[config.mk]
export PLATFORM = sky130hd
export DESIGN_NAME = tlu_dut_handshake
export DESIGN_NICKNAME = d
export VERILOG_FILES = /design/src/rtl/tlu_pkg.sv /design/src/rtl/tlu_sync_edge.sv /design/src/rtl/tlu_dut_handshake.sv
export SDC_FILE = /design/constraint.sdc
export NUM_CORES = 1
export LEC_CHECK = 0
export CAP_MARGIN = 25
export CORE_AREA = 2 2 120 122
export CTS_CLUSTER_DIAMETER = 60
export DETAILED_ROUTE_END_ITERATION = 7
export DIE_AREA = 0 0 122 124
export HOLD_SLACK_MARGIN = 0.08
export PLACE_DENSITY = 0.53
export SETUP_SLACK_MARGIN = 0.05
export SLEW_MARGIN = 10
export SYNTH_ARGS = -nofsm -noshare
export SYNTH_HDL_FRONTEND = slang
export SYNTH_SLANG_ARGS = --single-unit
export TNS_END_PERCENT = 30
[constraint.sdc]
create_clock -name SYS_CLK -period 1.92 [get_ports SYS_CLK]
set_input_delay 0.288 -clock SYS_CLK [delete_from_list [all_inputs] [get_ports SYS_CLK]]
set_output_delay 0.288 -clock SYS_CLK [all_outputs]
set_load 0.01 [all_outputs]
[src/rtl/tlu_pkg.sv]
// Shared state type, mode encodings and helpers for the TLU DUT output stage.
package tlu_pkg;

    typedef enum logic [1:0] {
        IDLE,
        TRIG_HI,
        SHIFT,
        WAIT_LOW
    } tlu_state_e;

    localparam logic        TLU_MODE_TRIG        = 1'b0;
    localparam logic        TLU_MODE_DATA        = 1'b1;
    localparam logic [15:0] TLU_DEFAULT_TIME_OUT = 16'hFFFF;

    function automatic logic [15:0] sat_inc16(input logic [15:0] val);
        return (val == 16'hFFFF) ? val : val + 16'd1;
    endfunction

endpackage

[src/rtl/tlu_sync_edge.sv]
// Two-flop synchroniser for an asynchronous DUT line, with single-cycle rise/fall pulses.
module tlu_sync_edge (
    input  logic SYS_CLK,
    input  logic SYS_RST_N,
    input  logic IN_ASYNC,
    output logic LEVEL,
    output logic RISE,
    output logic FALL
);

    logic meta_q;
    logic sync_q;
    logic prev_q;

    always_ff @(posedge SYS_CLK) begin
        if (!SYS_RST_N) begin
            meta_q <= 1'b0;
            sync_q <= 1'b0;
            prev_q <= 1'b0;
        end else begin
            meta_q <= IN_ASYNC;
            sync_q <= meta_q;
            prev_q <= sync_q;
        end
    end

    assign LEVEL = sync_q;
    assign RISE  = sync_q & ~prev_q;
    assign FALL  = ~sync_q & prev_q;

endmodule

[src/rtl/tlu_dut_handshake.sv]
// Per-DUT trigger/busy handshake with optional LSB-first trigger-ID readout on the trigger line.
// Define TLU_HANDSHAKE_CNT_EN to build the completed-handshake counter on HANDSHAKE_CNT.
module tlu_dut_handshake
    import tlu_pkg::*;
#(
    parameter int unsigned ID_WIDTH      = 15,
    parameter bit          INV_OUT       = 1'b0,
    parameter int unsigned RST_PULSE_LEN = 8
) (
    input  logic                SYS_CLK,
    input  logic                SYS_RST_N,
    input  logic                ENABLE,
    input  logic                CONF_DATA_MODE,
    input  logic [15:0]         CONF_TIME_OUT,
    input  logic                TRIG,
    input  logic [ID_WIDTH-1:0] TRIG_ID,
    input  logic                RST_REQ,
    output logic                READY,
    output logic                TIME_OUT,
    output logic [15:0]         HANDSHAKE_CNT,
    input  logic                TLU_CLOCK,
    input  logic                TLU_BUSY,
    output logic                TLU_TRIGGER,
    output logic                TLU_RESET
);

    localparam int unsigned IDX_W = $clog2(ID_WIDTH + 1);
    localparam int unsigned RST_W = $clog2(RST_PULSE_LEN + 1);

    tlu_state_e          state_q, state_d;
    logic [ID_WIDTH-1:0] id_q, id_d;
    logic [IDX_W-1:0]    idx_q, idx_d;
    logic [15:0]         to_cnt_q, to_cnt_d;
    logic                trig_q, trig_d;
    logic                time_out_q, time_out_d;
    logic                ready_q;
    logic [RST_W-1:0]    rst_cnt_q, rst_cnt_d;
    logic                rst_q;
    logic                to_hit;
    logic                hs_done;

    logic busy_level, busy_rise, busy_fall;
    logic clk_level, clk_rise, clk_fall;
    logic unused_sig;

    tlu_sync_edge u_sync_busy (
        .SYS_CLK   (SYS_CLK),
        .SYS_RST_N (SYS_RST_N),
        .IN_ASYNC  (TLU_BUSY),
        .LEVEL     (busy_level),
        .RISE      (busy_rise),
        .FALL      (busy_fall)
    );

    tlu_sync_edge u_sync_clk (
        .SYS_CLK   (SYS_CLK),
        .SYS_RST_N (SYS_RST_N),
        .IN_ASYNC  (TLU_CLOCK),
        .LEVEL     (clk_level),
        .RISE      (clk_rise),
        .FALL      (clk_fall)
    );

    always_comb begin
        state_d    = state_q;
        id_d       = id_q;
        idx_d      = idx_q;
        trig_d     = trig_q;
        time_out_d = 1'b0;
        hs_done    = 1'b0;
        to_cnt_d   = (state_q == IDLE) ? to_cnt_q : sat_inc16(to_cnt_q);
        to_hit     = (state_q != IDLE) && (CONF_TIME_OUT != 16'd0) &&
                     (to_cnt_q == CONF_TIME_OUT - 16'd1);

        unique case (state_q)
            IDLE: begin
                if (TRIG && ENABLE) begin
                    id_d     = TRIG_ID;
                    to_cnt_d = '0;
                    trig_d   = 1'b1;
                    state_d  = TRIG_HI;
                end
            end
            TRIG_HI: begin
                trig_d = 1'b1;
                if (busy_level) begin
                    trig_d  = 1'b0;
                    idx_d   = '0;
                    state_d = (CONF_DATA_MODE == TLU_MODE_DATA) ? SHIFT : WAIT_LOW;
                end
            end
            SHIFT: begin
                if (busy_fall) begin
                    trig_d  = 1'b0;
                    hs_done = 1'b1;
                    state_d = IDLE;
                end else if (clk_rise) begin
                    // Shifting zeros in makes surplus clock rises drive 0.
                    trig_d = id_q[0];
                    id_d   = id_q >> 1;
                    if (idx_q != IDX_W'(ID_WIDTH)) begin
                        idx_d = idx_q + IDX_W'(1);
                    end
                end else if (clk_fall && (idx_q == IDX_W'(ID_WIDTH))) begin
                    trig_d  = 1'b0;
                    state_d = WAIT_LOW;
                end
            end
            WAIT_LOW: begin
                if (!busy_level) begin
                    hs_done = 1'b1;
                    state_d = IDLE;
                end
            end
            default: state_d = IDLE;
        endcase

        if (to_hit) begin
            trig_d     = 1'b0;
            time_out_d = 1'b1;
            hs_done    = 1'b0;
            state_d    = IDLE;
        end
    end

    always_comb begin
        if (RST_REQ) begin
            rst_cnt_d = RST_W'(RST_PULSE_LEN);
        end else if (rst_cnt_q != '0) begin
            rst_cnt_d = rst_cnt_q - RST_W'(1);
        end else begin
            rst_cnt_d = rst_cnt_q;
        end
    end

    always_ff @(posedge SYS_CLK) begin
        if (!SYS_RST_N) begin
            state_q    <= IDLE;
            id_q       <= '0;
            idx_q      <= '0;
            to_cnt_q   <= '0;
            trig_q     <= 1'b0;
            time_out_q <= 1'b0;
            ready_q    <= ENABLE;
            rst_cnt_q  <= '0;
            rst_q      <= 1'b0;
        end else begin
            state_q    <= state_d;
            id_q       <= id_d;
            idx_q      <= idx_d;
            to_cnt_q   <= to_cnt_d;
            trig_q     <= trig_d;
            time_out_q <= time_out_d;
            ready_q    <= !ENABLE || (state_d == IDLE);
            rst_cnt_q  <= rst_cnt_d;
            rst_q      <= (rst_cnt_d != '0);
        end
    end

`ifdef TLU_HANDSHAKE_CNT_EN
    logic [15:0] hs_cnt_q;

    always_ff @(posedge SYS_CLK) begin
        if (!SYS_RST_N) begin
            hs_cnt_q <= '0;
        end else if (hs_done) begin
            hs_cnt_q <= hs_cnt_q + 16'd1;
        end
    end

    assign HANDSHAKE_CNT = hs_cnt_q;
    assign unused_sig    = busy_rise ^ clk_level;
`else
    assign HANDSHAKE_CNT = '0;
    assign unused_sig    = busy_rise ^ clk_level ^ hs_done;
`endif

    assign READY       = ready_q;
    assign TIME_OUT    = time_out_q;
    assign TLU_TRIGGER = trig_q ^ INV_OUT;
    assign TLU_RESET   = rst_q ^ INV_OUT;

endmodule

==> impl_metrics.tcl <==
set metrics [dict create \
    ant_nets 0 \
    tns_ps 0 \
    grt_start_max_net_pins 30 \
    vias_per_cell 4.40 \
    stdcell_count 640 \
    ys_top_cells_by_area "dfxtp_1, xnor2_1, mux2i_1" \
    postSynthAreaPerCell_um2 8.50 \
    leakage_nw 1.69 \
    cts_tree "built" \
    die_y_um 124 \
    power_density_mw_per_mm2 637 \
    drt-pass1-iter-count 4 \
    period_share_pct 99.2 \
    cts.sinks 51 \
    vias 2816 \
    cts_buffers 5 \
    synth_area_mm2 0.00313 \
    setup-violations-final 0 \
    synth_seq_cells 51 \
    ios 59 \
    synth_edf_count 0 \
    yosysSeqAreaShare_pct 32.6 \
    yosys_warnings 0 \
    grt_setup_unrepaired "yes" \
    wl_per_cell_um 12.1 \
    async_flop_share_pct 0 \
    status "finished clean" \
    max-vdd-ir-drop_mv 0.391 \
    utilization_pct 32.6 \
    fin_crit_ps 1910 \
    first_iter_violations 91 \
    grt_overflow 0 \
    clk_latency_ps 290 \
    die_area_mm2 0.0151 \
    fillers 1441 \
    crit_path_end_kind "flip-flop" \
    cap_violations 0 \
    yosysMostFrequentCell "dfxtp_1" \
    synthDistinctLibCells 51 \
    hold_buffers 0 \
    grt_pass1_vias 2706 \
    placed_area_mm2 0.00406 \
    postLayoutCellArea_mm2 0.00447 \
    grt_pass1_wl_um 12400 \
    synth_ff_type "dfxtp_1" \
    antenna_found_initial 0 \
    grt_usage_pct 10.1 \
    critPathMaxFanout 6 \
    nets 508 \
    globalplace.congestion 0.818 \
    htreeDepth 2 \
    initial_core_util_pct 22.8 \
    seq_area_mm2 0.00103 \
    hold_slack_ps 434 \
    dp_cells 624 \
    num_rows 43 \
    hold_viol 0 \
    max_freq_mhz 525 \
    core_mm2 0.0137 \
    crit_type "reg -> reg" \
    cts_root_buffer "clkbuf_16" \
    clk_pin_slew_ps 70 \
    synth_common_cells "dfxtp_1, nor2_1, xnor2_1, buf_4, mux2i_1" \
    dp.final_hpwl_um 5850 \
    clock_tree.buffer_depth 2 \
    finalClockSkew_ps 7.05 \
    multiInputGateArea_mm2 0.00210 \
    power_mw 2.85 \
    routed_wl_um 7710 \
    setup_ws_ps 14.7 \
    required_ps 2140 \
    crit_arrival_ps 2120 \
    place_ws_ps -716 \
    report.final.slew_viol_count 0 \
    layout-drive-gt1-share_pct 25.7 \
    hold_path_class "reg -> reg" \
    n_antenna_cell 0 \
    syn_inst 368 \
    io_buffers 42 \
    synth_top_area_cell "dfxtp_1" \
    syn_to_final_growth_pct 42.8 \
    die_w_um 122 \
    netlist.area_leader.share_pct 32.6 \
    cp-start-kind "flip-flop" \
    detail_route.drc_violations 0 \
]
## layout by cell type (no fill, tap or decap), types with 5 or more instances in the layout
| cell | Yosys | routed |
|---|---|---|
| buf_4 | 17 | 54 |
| dfxtp_1 | 51 | 45 |
| nor2_1 | 40 | 40 |
| clkdlybuf4s50_1 | 0 | 28 |
| xnor2_1 | 24 | 23 |
| mux2i_1 | 17 | 17 |
| conb_1 | 1 | 16 |
| a211oi_1 | 15 | 15 |
| nand4_1 | 13 | 13 |
| nand2_1 | 13 | 13 |
| inv_1 | 12 | 10 |
| xor2_1 | 11 | 10 |
| a21oi_1 | 10 | 10 |
| nor3_1 | 12 | 9 |
| nand3_1 | 11 | 9 |
| o21ai_0 | 11 | 8 |
| and2_1 | 8 | 8 |
| nand2b_1 | 7 | 7 |
| ha_1 | 10 | 7 |
| clkbuf_16 | 0 | 6 |
| dlygate4sd2_1 | 0 | 6 |
| and3_1 | 7 | 5 |
| buf_6 | 0 | 5 |
## final timing paths
path                            from  cells past startpoint  slack [ps]                 to
hold reg to reg   u_sync_busy.meta_q                      1         430  u_sync_busy.LEVEL
hold / removal    u_sync_busy.meta_q                      1         430  u_sync_busy.LEVEL
setup / recovery         to_cnt_q[2]                      7          10           TIME_OUT
setup reg to reg         to_cnt_q[2]                      7          10           TIME_OUT
## per-layer routing
| layer | GRT usage, % | wire [µm] | vias to the layer above |
|---|---|---|---|
| li1 | - | - | 1455 |
| met1 | 12.8 | 3490 | 1303 |
| met2 | 18.1 | 3860 | 51 |
| met3 | 1.83 | 285 | 7 |
| met4 | 1.87 | 77 | 0 |
| met5 | 0 | 0 | - |
## what timing repair did
| action | CTS | global route |
|---|---|---|
| buffers inserted | 4 | 4 |
| hold endpoints to repair | 0 | 0 |
| resized for setup | 37 | 44 |
| endpoints found under the setup margin | 6 | 21 |
| pin swaps | 13 | 21 |
## power by group
part | leakage [nW] | switching (mW) | total [mW] | internal, mW
Sequential | 0.421 | 0.0462 | 1.18 | 1.13
Clock | 0.0804 | 0.403 | 1.02 | 0.620
Combinational | 1.19 | 0.316 | 0.644 | 0.329
## kinds of logic after synthesis
logic type,Yosys count,synth area share (%)
AO/OA/AOI/OAI,60,13.6
XOR/XNOR,35,9.80
adder cells (fa/ha/maj),10,4.00
buffers and inverters,46,7.76
flip-flops,51,32.6
multiplexers,18,5.80
other,1,0.120
AND/OR/NAND/NOR,147,26.3
## worst max-delay path: stages, from the launching register on
cell	delay (ps)
dfxtp_4	370
nor2b_4	120
or3_4	390
a31oi_4	200
buf_6	120
nand2b_1	40
or4_4	500
nor3_2	100
## area by class of cell
cell class,count,share of cell area [%]
timing repair buffer,102,19.9
multi-input combinational,286,47.0
sequential,51,23.1
tap,180,5.04
clock inverter,3,1.04
inverter,13,1.09
clock buffer,5,2.80
## state kept, by name (all words and copies together), names as in the netlist
name	count
READY	1
TIME_OUT	1
TLU_RESET	1
TLU_TRIGGER	1
id_q	15
idx_q	4
rst_cnt_q	4
state_q	2
to_cnt_q	16
u_sync_busy.LEVEL	1
u_sync_busy.meta_q	1
u_sync_busy.prev_q	1
u_sync_clk.LEVEL	1
u_sync_clk.meta_q	1
u_sync_clk.prev_q	1
(Power assumes the default switching activity.)
